## config.mk

```make
export PLATFORM = sky130hd
export DESIGN_NAME = instr_encoder_loader_flat
export DESIGN_NICKNAME = d
export VERILOG_FILES = /design/src/rtl/instr_encoder_loader_if.sv /design/src/rtl/instr_encoder_loader.sv /design/src/flat_wrapper.sv
export SDC_FILE = /design/constraint.sdc
export NUM_CORES = 1
export LEC_CHECK = 0
export ABC_AREA = 1
export BUFFER_PORTS_ARGS = -buffer_cell sky130_fd_sc_hd__buf_2
export CAP_MARGIN = 20
export CORE_MARGIN = 2
export CORE_UTILIZATION = 30
export DETAILED_ROUTE_END_ITERATION = 10
export PLACE_DENSITY = 0.6
export SETUP_SLACK_MARGIN = 0.5
export SYNTH_ARGS = -nofsm -noshare
export SYNTH_HDL_FRONTEND = slang
export SYNTH_SLANG_ARGS = --single-unit
```

## constraint.sdc

```tcl
create_clock -name clk -period 5 [get_ports clk]
set_input_delay 0.5 -clock clk [delete_from_list [all_inputs] [get_ports clk]]
set_output_delay 0.5 -clock clk [all_outputs]
set_load 0.01 [all_outputs]
```

## src/rtl/instr_encoder_loader_if.sv

```systemverilog
// rtl/instr_encoder_loader_if.sv - instruction-field stream into the encoder/loader
interface instr_encoder_loader_if;
    logic        in_valid;
    logic        in_ready;
    logic [6:0]  in_op;
    logic [2:0]  in_funct3;
    logic        in_funct7b5;
    logic [4:0]  in_rd;
    logic [4:0]  in_rs1;
    logic [4:0]  in_rs2;
    logic [31:0] in_imm;

    modport master (
        output in_valid, in_op, in_funct3, in_funct7b5, in_rd, in_rs1, in_rs2, in_imm,
        input  in_ready
    );

    modport slave (
        input  in_valid, in_op, in_funct3, in_funct7b5, in_rd, in_rs1, in_rs2, in_imm,
        output in_ready
    );
endinterface

```

## src/rtl/instr_encoder_loader.sv

```systemverilog
// rtl/instr_encoder_loader.sv - encodes RV32I field descriptions and writes them into instruction memory
module instr_encoder_loader #(
    parameter int ADDR_W = 6
) (
    input  logic                clk,
    input  logic                reset,
    input  logic                start,
    input  logic [ADDR_W-1:0]   base_addr,
    input  logic [ADDR_W:0]     count,
    instr_encoder_loader_if.slave bus,
    output logic                imem_we,
    output logic [ADDR_W-1:0]   imem_addr,
    output logic [31:0]         imem_wdata,
    output logic                busy,
    output logic                done,
    output logic                err
);

    localparam logic [6:0] OP_R      = 7'b0110011;
    localparam logic [6:0] OP_IMM    = 7'b0010011;
    localparam logic [6:0] OP_LOAD   = 7'b0000011;
    localparam logic [6:0] OP_JALR   = 7'b1100111;
    localparam logic [6:0] OP_STORE  = 7'b0100011;
    localparam logic [6:0] OP_BRANCH = 7'b1100011;
    localparam logic [6:0] OP_LUI    = 7'b0110111;
    localparam logic [6:0] OP_JAL    = 7'b1101111;

    typedef enum logic [1:0] {IDLE, RUN, FIN, DONE} state_t;

    state_t              state;
    logic [ADDR_W-1:0]   addr;
    logic [ADDR_W:0]     remaining;
    logic [31:0]         enc;
    logic                legal;
    logic                accept;

    logic [6:0]  op;
    logic [2:0]  f3;
    logic [4:0]  rd, rs1, rs2;
    logic [31:0] imm;

    assign op  = bus.in_op;
    assign f3  = bus.in_funct3;
    assign rd  = bus.in_rd;
    assign rs1 = bus.in_rs1;
    assign rs2 = bus.in_rs2;
    assign imm = bus.in_imm;

    assign accept = bus.in_valid && bus.in_ready;

    always_comb begin
        legal = 1'b1;
        enc   = '0;
        case (op)
            OP_R:      enc = {1'b0, bus.in_funct7b5, 5'b00000, rs2, rs1, f3, rd, op};
            OP_IMM: begin
                enc = {imm[11:0], rs1, f3, rd, op};
                // Shift-immediates carry the shift kind in funct7, not in the immediate.
                if (f3 == 3'b101)
                    enc[31:25] = {1'b0, bus.in_funct7b5, 5'b00000};
                else if (f3 == 3'b001)
                    enc[31:25] = 7'b0000000;
            end
            OP_LOAD:   enc = {imm[11:0], rs1, f3, rd, op};
            OP_JALR:   enc = {imm[11:0], rs1, 3'b000, rd, op};
            OP_STORE:  enc = {imm[11:5], rs2, rs1, f3, imm[4:0], op};
            OP_BRANCH: enc = {imm[12], imm[10:5], rs2, rs1, f3, imm[4:1], imm[11], op};
            OP_LUI:    enc = {imm[31:12], rd, op};
            OP_JAL:    enc = {imm[20], imm[10:1], imm[11], imm[19:12], rd, op};
            default:   legal = 1'b0;
        endcase
    end

    always_ff @(posedge clk or negedge reset) begin
        if (!reset) begin
            state        <= IDLE;
            addr         <= '0;
            remaining    <= '0;
            bus.in_ready <= 1'b0;
            imem_we      <= 1'b0;
            imem_addr    <= '0;
            imem_wdata   <= '0;
            busy         <= 1'b0;
            done         <= 1'b0;
            err          <= 1'b0;
        end else begin
            imem_we <= 1'b0;
            done    <= 1'b0;
            case (state)
                IDLE: begin
                    if (start) begin
                        addr      <= base_addr;
                        remaining <= count;
                        err       <= 1'b0;
                        busy      <= 1'b1;
                        if (count != '0) begin
                            state        <= RUN;
                            bus.in_ready <= 1'b1;
                        end else begin
                            state <= FIN;
                        end
                    end
                end
                RUN: begin
                    if (accept) begin
                        if (legal) begin
                            imem_we    <= 1'b1;
                            imem_addr  <= addr;
                            imem_wdata <= enc;
                            addr       <= addr + 1'b1;
                            remaining  <= remaining - 1'b1;
                            if (remaining == {{ADDR_W{1'b0}}, 1'b1}) begin
                                state        <= FIN;
                                bus.in_ready <= 1'b0;
                            end
                        end else begin
                            err <= 1'b1;
                        end
                    end
                end
                FIN: begin
                    state <= DONE;
                    done  <= 1'b1;
                end
                DONE: begin
                    state <= IDLE;
                    busy  <= 1'b0;
                end
                default: begin
                    state        <= IDLE;
                    busy         <= 1'b0;
                    bus.in_ready <= 1'b0;
                end
            endcase
        end
    end

endmodule

```

## src/flat_wrapper.sv

```systemverilog
// flat-port wrapper written by rule: the top's interface ports become plain ports
module instr_encoder_loader_flat 
#(
    parameter int ADDR_W = 6
)
  (clk, reset, start, base_addr, count, imem_we, imem_addr, imem_wdata, busy, done, err, bus_in_valid, bus_in_op, bus_in_funct3, bus_in_funct7b5, bus_in_rd, bus_in_rs1, bus_in_rs2, bus_in_imm, bus_in_ready);
  instr_encoder_loader_if bus_i ();
  input  logic clk;
  input  logic reset;
  input  logic start;
  input  logic [ADDR_W-1:0] base_addr;
  input  logic [ADDR_W:0] count;
  output logic imem_we;
  output logic [ADDR_W-1:0] imem_addr;
  output logic [31:0] imem_wdata;
  output logic busy;
  output logic done;
  output logic err;
  input wire logic [$bits(bus_i.in_valid)-1:0] bus_in_valid;
  input wire logic [$bits(bus_i.in_op)-1:0] bus_in_op;
  input wire logic [$bits(bus_i.in_funct3)-1:0] bus_in_funct3;
  input wire logic [$bits(bus_i.in_funct7b5)-1:0] bus_in_funct7b5;
  input wire logic [$bits(bus_i.in_rd)-1:0] bus_in_rd;
  input wire logic [$bits(bus_i.in_rs1)-1:0] bus_in_rs1;
  input wire logic [$bits(bus_i.in_rs2)-1:0] bus_in_rs2;
  input wire logic [$bits(bus_i.in_imm)-1:0] bus_in_imm;
  output wire logic [$bits(bus_i.in_ready)-1:0] bus_in_ready;
  assign bus_i.in_valid = bus_in_valid;
  assign bus_i.in_op = bus_in_op;
  assign bus_i.in_funct3 = bus_in_funct3;
  assign bus_i.in_funct7b5 = bus_in_funct7b5;
  assign bus_i.in_rd = bus_in_rd;
  assign bus_i.in_rs1 = bus_in_rs1;
  assign bus_i.in_rs2 = bus_in_rs2;
  assign bus_i.in_imm = bus_in_imm;
  assign bus_in_ready = bus_i.in_ready;
  instr_encoder_loader #(.ADDR_W(ADDR_W)) u_core (.clk(clk), .reset(reset), .start(start), .base_addr(base_addr), .count(count), .bus(bus_i), .imem_we(imem_we), .imem_addr(imem_addr), .imem_wdata(imem_wdata), .busy(busy), .done(done), .err(err));
endmodule
```

# After elaboration in Yosys (flattened, before gate mapping)

Cells that the tools add are included.

Logic and storage cells: 78
Output and inout bits: 43
Input bits: 75
Bits in registers: 58

Reductions and logical operators: 12
Add/subtract/negate cells: 2
Multiplexer cells: 34
Equal/unequal tests: 20

Operator list:

| cell                                             | count |
|---|---|
| case mux 32 bit (8 select lines)                 | 1 |
| two-way mux 7 bit                                | 5 |
| == test 7 x 6 -> 1 bit, second input constant    | 3 |
| == test 7 bit, second input constant             | 3 |
| two-way mux 6 bit                                | 3 |
| two-way mux 1 bit                                | 14 |
| case mux 7 bit (2 select lines)                  | 1 |
| case mux 6 bit (2 select lines)                  | 1 |
| AND reduction 4 bit                              | 3 |
| two-way mux 2 bit                                | 5 |
| != test 2 x 1 -> 1 bit, second input constant    | 4 |
| case mux 2 bit (4 select lines)                  | 1 |
| OR reduction 8 bit                               | 1 |
| == test 7 x 1 -> 1 bit, second input constant    | 1 |
| == test 7 x 2 -> 1 bit, second input constant    | 1 |
| == test 7 x 5 -> 1 bit, second input constant    | 1 |
| nonzero test 7 bit                               | 1 |
| subtractor 7 x 1 -> 7 bit, second input constant | 1 |
| adder 6 x 1 -> 6 bit, second input constant      | 1 |
| case mux 1 bit (2 select lines)                  | 3 |
| AND reduction 6 bit                              | 1 |
| == test 2 bit, second input constant             | 2 |
| != test 2 bit, second input constant             | 2 |
| nonzero test 2 bit                               | 2 |
| other kinds (7)                                  | 7 |

# Depth between registers and ports, before layout

Depth in word-level cells: 6
Gate-level depth with buffers: 13
Depth with buffers taken out: 12

# Worst setup path before layout

OpenSTA, ideal clock, no wires.

Path type: input-to-reg
From: in bus_in_op[4]
To: reg u_core.addr[2]
Cell stages on the path: 13
Required time: 4884 ps
Arrival: 1576 ps
Library setup time: 116 ps
Slack: 3307 ps
Buffers on the path: 1
Cell sequence: inv_1 > nand2_2 > nor2_2 > nand2_2 > nand2_4 > nor2_2 > nand2_4 > nand2_2 > nand2_1 > nand2_2 > buf_6 > nand2_1 > nand2_1

Longest elaborated chain between the ends: 5
Elaborated cells on any way between the ends: 12
Those cells by class: eq/ne (9); mux (1); reduce/logical (2)

RTL lines:

| item                                                 | line                        | RTL |
|---|---|---|
| start, declared                                      | flat_wrapper.sv:20          | `input wire logic [$bits(bus_i.in_op)-1:0] bus_in_op;` |
| == test 7 x 6 -> 1 bit, or another cell as far along | instr_encoder_loader.sv:54  | `case (op)` |
| OR reduction 8 bit (no line) *                       | n/a                         |  |
| two-way mux 1 bit *                                  | instr_encoder_loader.sv:54  |  |
| != test 2 x 1 -> 1 bit (no line) *                   | n/a                         |  |
| AND reduction 4 bit (no line) *                      | n/a                         |  |
| end signal, assigned                                 | instr_encoder_loader.sv:92  | `addr <= base_addr;` |
| end signal, assigned                                 | instr_encoder_loader.sv:110 | `addr <= addr + 1'b1;` |
| end, declared                                        | instr_encoder_loader.sv:31  | `logic [ADDR_W-1:0] addr;` |

Every way passes the cells marked *; elsewhere a longest branch is shown, timed or not.
A chain may end at the register's enable or synchronous reset.

# Worst setup path after layout

From: in bus_in_op[3]
To: reg u_core.imem_wdata[7]

Longest elaborated chain between the ends: 4
Elaborated cells on any way between the ends: 12
Those cells by class: eq/ne (8); mux (2); reduce/logical (2)

RTL lines:

| item                                                 | line                        | RTL |
|---|---|---|
| == test 7 x 6 -> 1 bit, or another cell as far along | instr_encoder_loader.sv:54  |  |
| OR reduction 8 bit (no line)                         | n/a                         |  |
| two-way mux 1 bit                                    | instr_encoder_loader.sv:54  |  |
| AND reduction 3 bit (no line)                        | n/a                         |  |
| end signal, assigned                                 | instr_encoder_loader.sv:109 | `imem_wdata <= enc;` |
| end, declared                                        | instr_encoder_loader.sv:13  | `output logic [31:0] imem_wdata,` |

Parallel ways exist; a longest one is shown, timed or not.

==> impl.org <==
** Power
- The worst-case IR drop observed on VDD is 0.2373 mV.
- Internal power comes to roughly 1.3 mW.
- Combinational cells account for around 30% of the total power.
- Static Leak :: around 2.6 nW
- Per report_power, the clock group accounts for ~36% of the total.
- Power spread over the standard cell area amounts to approximately 430 mW/mm^2.
- Flop pwr share :: roughly 34%
- In this run the power spent charging and discharging nets is approximately 700 uW.
- Overall Power :: roughly 2.0 mW
- Switching share of power :: around a third

** Place
- The congestion estimate from routability-driven global placement came to about 0.87.
- In this run, placement finished with an instance count of 760.
- PortBufs :: 117
- Post-placement cell area :: 0.004222 sq mm
- Before CTS, the worst setup slack after placement is between 1.5 and 2 ns.
- The HPWL after detailed placement is slightly above 8 mm.

** Layout
- The net count of the finished layout is ~700.
- Filler cell count in the final layout :: between 1000 and 1500
- Count of placed standard cells in the final layout, fillers left out :: between 700 and 800
- Synth-to-Final Area Change :: 29.07%
- Of the cells placed in the final design, the portion with a size suffix greater than 1 is roughly 24%.
- After routing the design area is 0.004572 sq mm.
- The repair_antennas step left the layout with diodes totalling 0.
- Final core utilization :: between 30 and 40%

** Synthesis
- Ranked by instance count, the synthesized netlist is headed by 219 x nand2_1, 58 x dfrtp_1, 39 x nor2_1.
- Dominant cells by area after synthesis :: dfrtp_1 41%, nand2_1 23%, nand3_1 5.1%, o21ai_0 4.4%, nor2_1 4.1%
- The synthesized netlist occupies a cell area of 0.003542 sq mm.
- Top-area cell type share of the netlist area :: approximately two fifths
- During synthesis, Yosys emitted a total of 0 warnings.
- Largest area contributor in the synthesized netlist :: dfrtp_1
- Synthesized flop and latch total :: a little under 60
- Commonest register cell after synthesis :: dfrtp_1
- For this run, asynchronously set or reset flops after synthesis account for 100.0%.
- The synthesized design contains 0 enable-type register cells.
- The number of nets handed over by synthesis was 598.
- Dominant cell by count in the synthesized netlist :: nand2_1
- Synth unique cells :: 31
- Averaged over all synthesized cells, the footprint is between 6 and 7 sq um.
- Synthesis produced a little over 500 cells.
- Sequential cells were found to cover about two fifths of the synthesized design area.

** Clocking
- Clock-pin slew of the registers on the worst-case setup and hold paths :: about 0.060 ns
- # resized after CTS :: 0
- Max Buffers Root-to-Sink :: 2
- Clock sink count :: 58
- Num CTS Buffers :: 9
- The H-tree generated during clock tree synthesis spans 3 levels.
- Library cell used as clock root buffer :: clkbuf_16
- At the later pin of the worst-skew pair, clock insertion delay measures between 0.3 and 0.4 ns.
- Buffers inserted to repair hold after CTS numbered 0.
- CTS tree :: done
- Total setup buffers inserted after CTS :: 0

** Route
- Drt first pass iters :: 5
- Overall routed net length :: around 11 mm
- Using the TritonRoute via totals, the vias-per-cell ratio works out to between 4 and 5.
- Final routed wire length divided by cell count :: ~14 um
- In this run, the number of DRC markers left after iteration 0 of detailed routing was between 150 and 200.
- Remaining antenna violation count :: 0
- The routed layout has around 3700 vias.
- Post-route DRC :: 0

** STA
- Post-route worst setup slack :: roughly 2.1 ns
- The worst path in the final design needs a cycle of ~2.9 ns, including I/O delays and setup.
- Share of the clock period used by the worst path :: between 50% and 60%
- Slew at the pin with the worst max-slew slack :: between 0.7 and 0.8 ns
- Final slew viol count :: 0
- Worst Clk Skew :: 0.008767 ns
- Unrepaired setup endpoints after global routing :: no
- Final setup viols :: 0
- Final-layout setup total negative slack :: 0 ns
- Timing would allow up to ~350 MHz.
- Worst relative slew slack :: between 50% and 60%
- The tightest hold path in the finished design has a slack of roughly 0.32 ns.
- Final Hold Fails :: 0

** Critical path
- Crit path capture type :: flip-flop
- For the worst setup path, the data arrival time is 3.13 ns.
- STA classifies the critical path startpoint as an input port.
- Source of the worst register-to-register timing path :: u_core.state[1]
- In this run the worst path has a maximum fanout of 46.
- Reg2Reg Depth :: 8
- The critical path starts at bus_in_op[3].
- Data required time of the worst path :: 5.26 ns
- Start-to-end type of the worst setup path :: input port to flip-flop

** GRT
- Largest net degree at the start of global routing :: ~60
- Total global routing track utilization :: between 15 and 20%
- First-pass GRT wire length :: around 18 mm
- Global routing finished with a remaining overflow of 0.
- Initial antenna violation count :: 0
- The via count of the first global-routing pass is ~3600.

** Die
- From left edge to right edge, the die measures approximately 110 um.
- I/O pins :: 118
- Vertical extent of the die :: roughly 110 um
- Core footprint :: 0.01147 sq mm
- Die area :: about 0.013 sq mm
- Starting utilization of the core area :: 30.89%
- The initialized floorplan defines 39 standard-cell rows.

** Worst hold path
- The path class of the tightest hold or removal check is input port to asynchronous set/reset pin.

** Outcome
- The flow ran to the end, and the final reports show no timing, DRC or antenna violations.

** Job
- Max-cap violations in this run came to 0.
[cell usage in the layout, fill, tap and decap left out, types with 2 or more instances in the layout]
cell / count
xor2_1: 2
nor2_1: 39
nand4_1: 4
o21ai_0: 31
a21boi_0: 5
nor3_1: 2
buf_2: 117
nand3_1: 36
or2_1: 2
o21ai_1: 11
nor2_4: 2
bufinv_16: 3
a21oi_1: 19
clkinv_4: 3
nand2_2: 7
nand2_4: 3
nor2_2: 5
ha_1: 7
inv_2: 2
clkbuf_16: 9
nand2_1: 219
inv_1: 37
dfrtp_1: 58
[registers in the layout, indices dropped and copies added, names as in the netlist]
signal               flops
u_core.imem_wdata       32
u_core.remaining         7
u_core.addr              6
u_core.imem_addr         6
u_core.state             2
u_core.bus.in_ready      1
u_core.busy              1
u_core.done              1
u_core.err               1
u_core.imem_we           1
[final cells by class]
cell class / count / area [sq um] / share of cell area (%)
multi-input cells: 402 / 1852 / 40.50
well taps: 143 / 178.9 / 3.914
repair buffers: 118 / 593.1 / 12.97
inverters: 39 / 146.4 / 3.202
flip-flops and latches: 58 / 1451 / 31.75
clock buffers: 9 / 225.2 / 4.926
clock inverters: 7 / 125.1 / 2.737
[worst max-delay path, cell delays in order]
cell     delay, ns
buf_2         0.11
inv_1         0.06
nand2_1       0.06
nor2_2        0.45
nand2_1       0.43
nand2_2       0.20
nor2_4        0.06
nand2_4       0.09
nand3_4       0.37
inv_2         0.58
o21ai_1       0.13
nand2_1       0.08
[layer usage]
metal	track usage (%)	share of wire, %	vias to the layer above
li1	-	-	1865
met1	22.04	44	1653
met2	29.02	47	126
met3	4.752	6.9	19
met4	6.748	2.7	0
met5	0	0	-
[final timing paths]
path | end | slack [ns]
min in group clk | u_core.imem_wdata[1] | 0.46
max in group asynchronous | u_core.busy | 4.18
worst max register to register | u_core.remaining[3] | 2.25
worst max-delay path | u_core.imem_wdata[7] | 2.13
worst min-delay path | u_core.imem_wdata[0] | 0.32
worst min register to register | u_core.imem_wdata[1] | 0.46
[power by group through the flow]
| stage | Combinational [mW] | Sequential (mW) | Clock (mW) |
|---|---|---|---|
| 6_report | 0.601 | 0.662 | 0.716 |
| 5_1_grt | 0.697 | 0.676 | 0.752 |
| 4_1_cts | 0.611 | 0.664 | 0.733 |
| 3_5_place_dp | 0.608 | 0.670 | 0 |
| 3_3_place_gp | 0.596 | 0.667 | 0 |
| 2_1_floorplan | 0.424 | 0.668 | 0 |
[logic make-up after synthesis]
kind of cell | after synthesis | synth area share [%]
buffers and inverters | 56 | 6.747
flip-flops | 58 | 40.97
adder cells (fa/ha/maj) | 7 | 2.473
AO/OA/AOI/OAI | 70 | 10.70
XOR/XNOR | 3 | 0.7419
AND/OR/NAND/NOR | 322 | 38.36
Power figures use the tool's default switching activity.
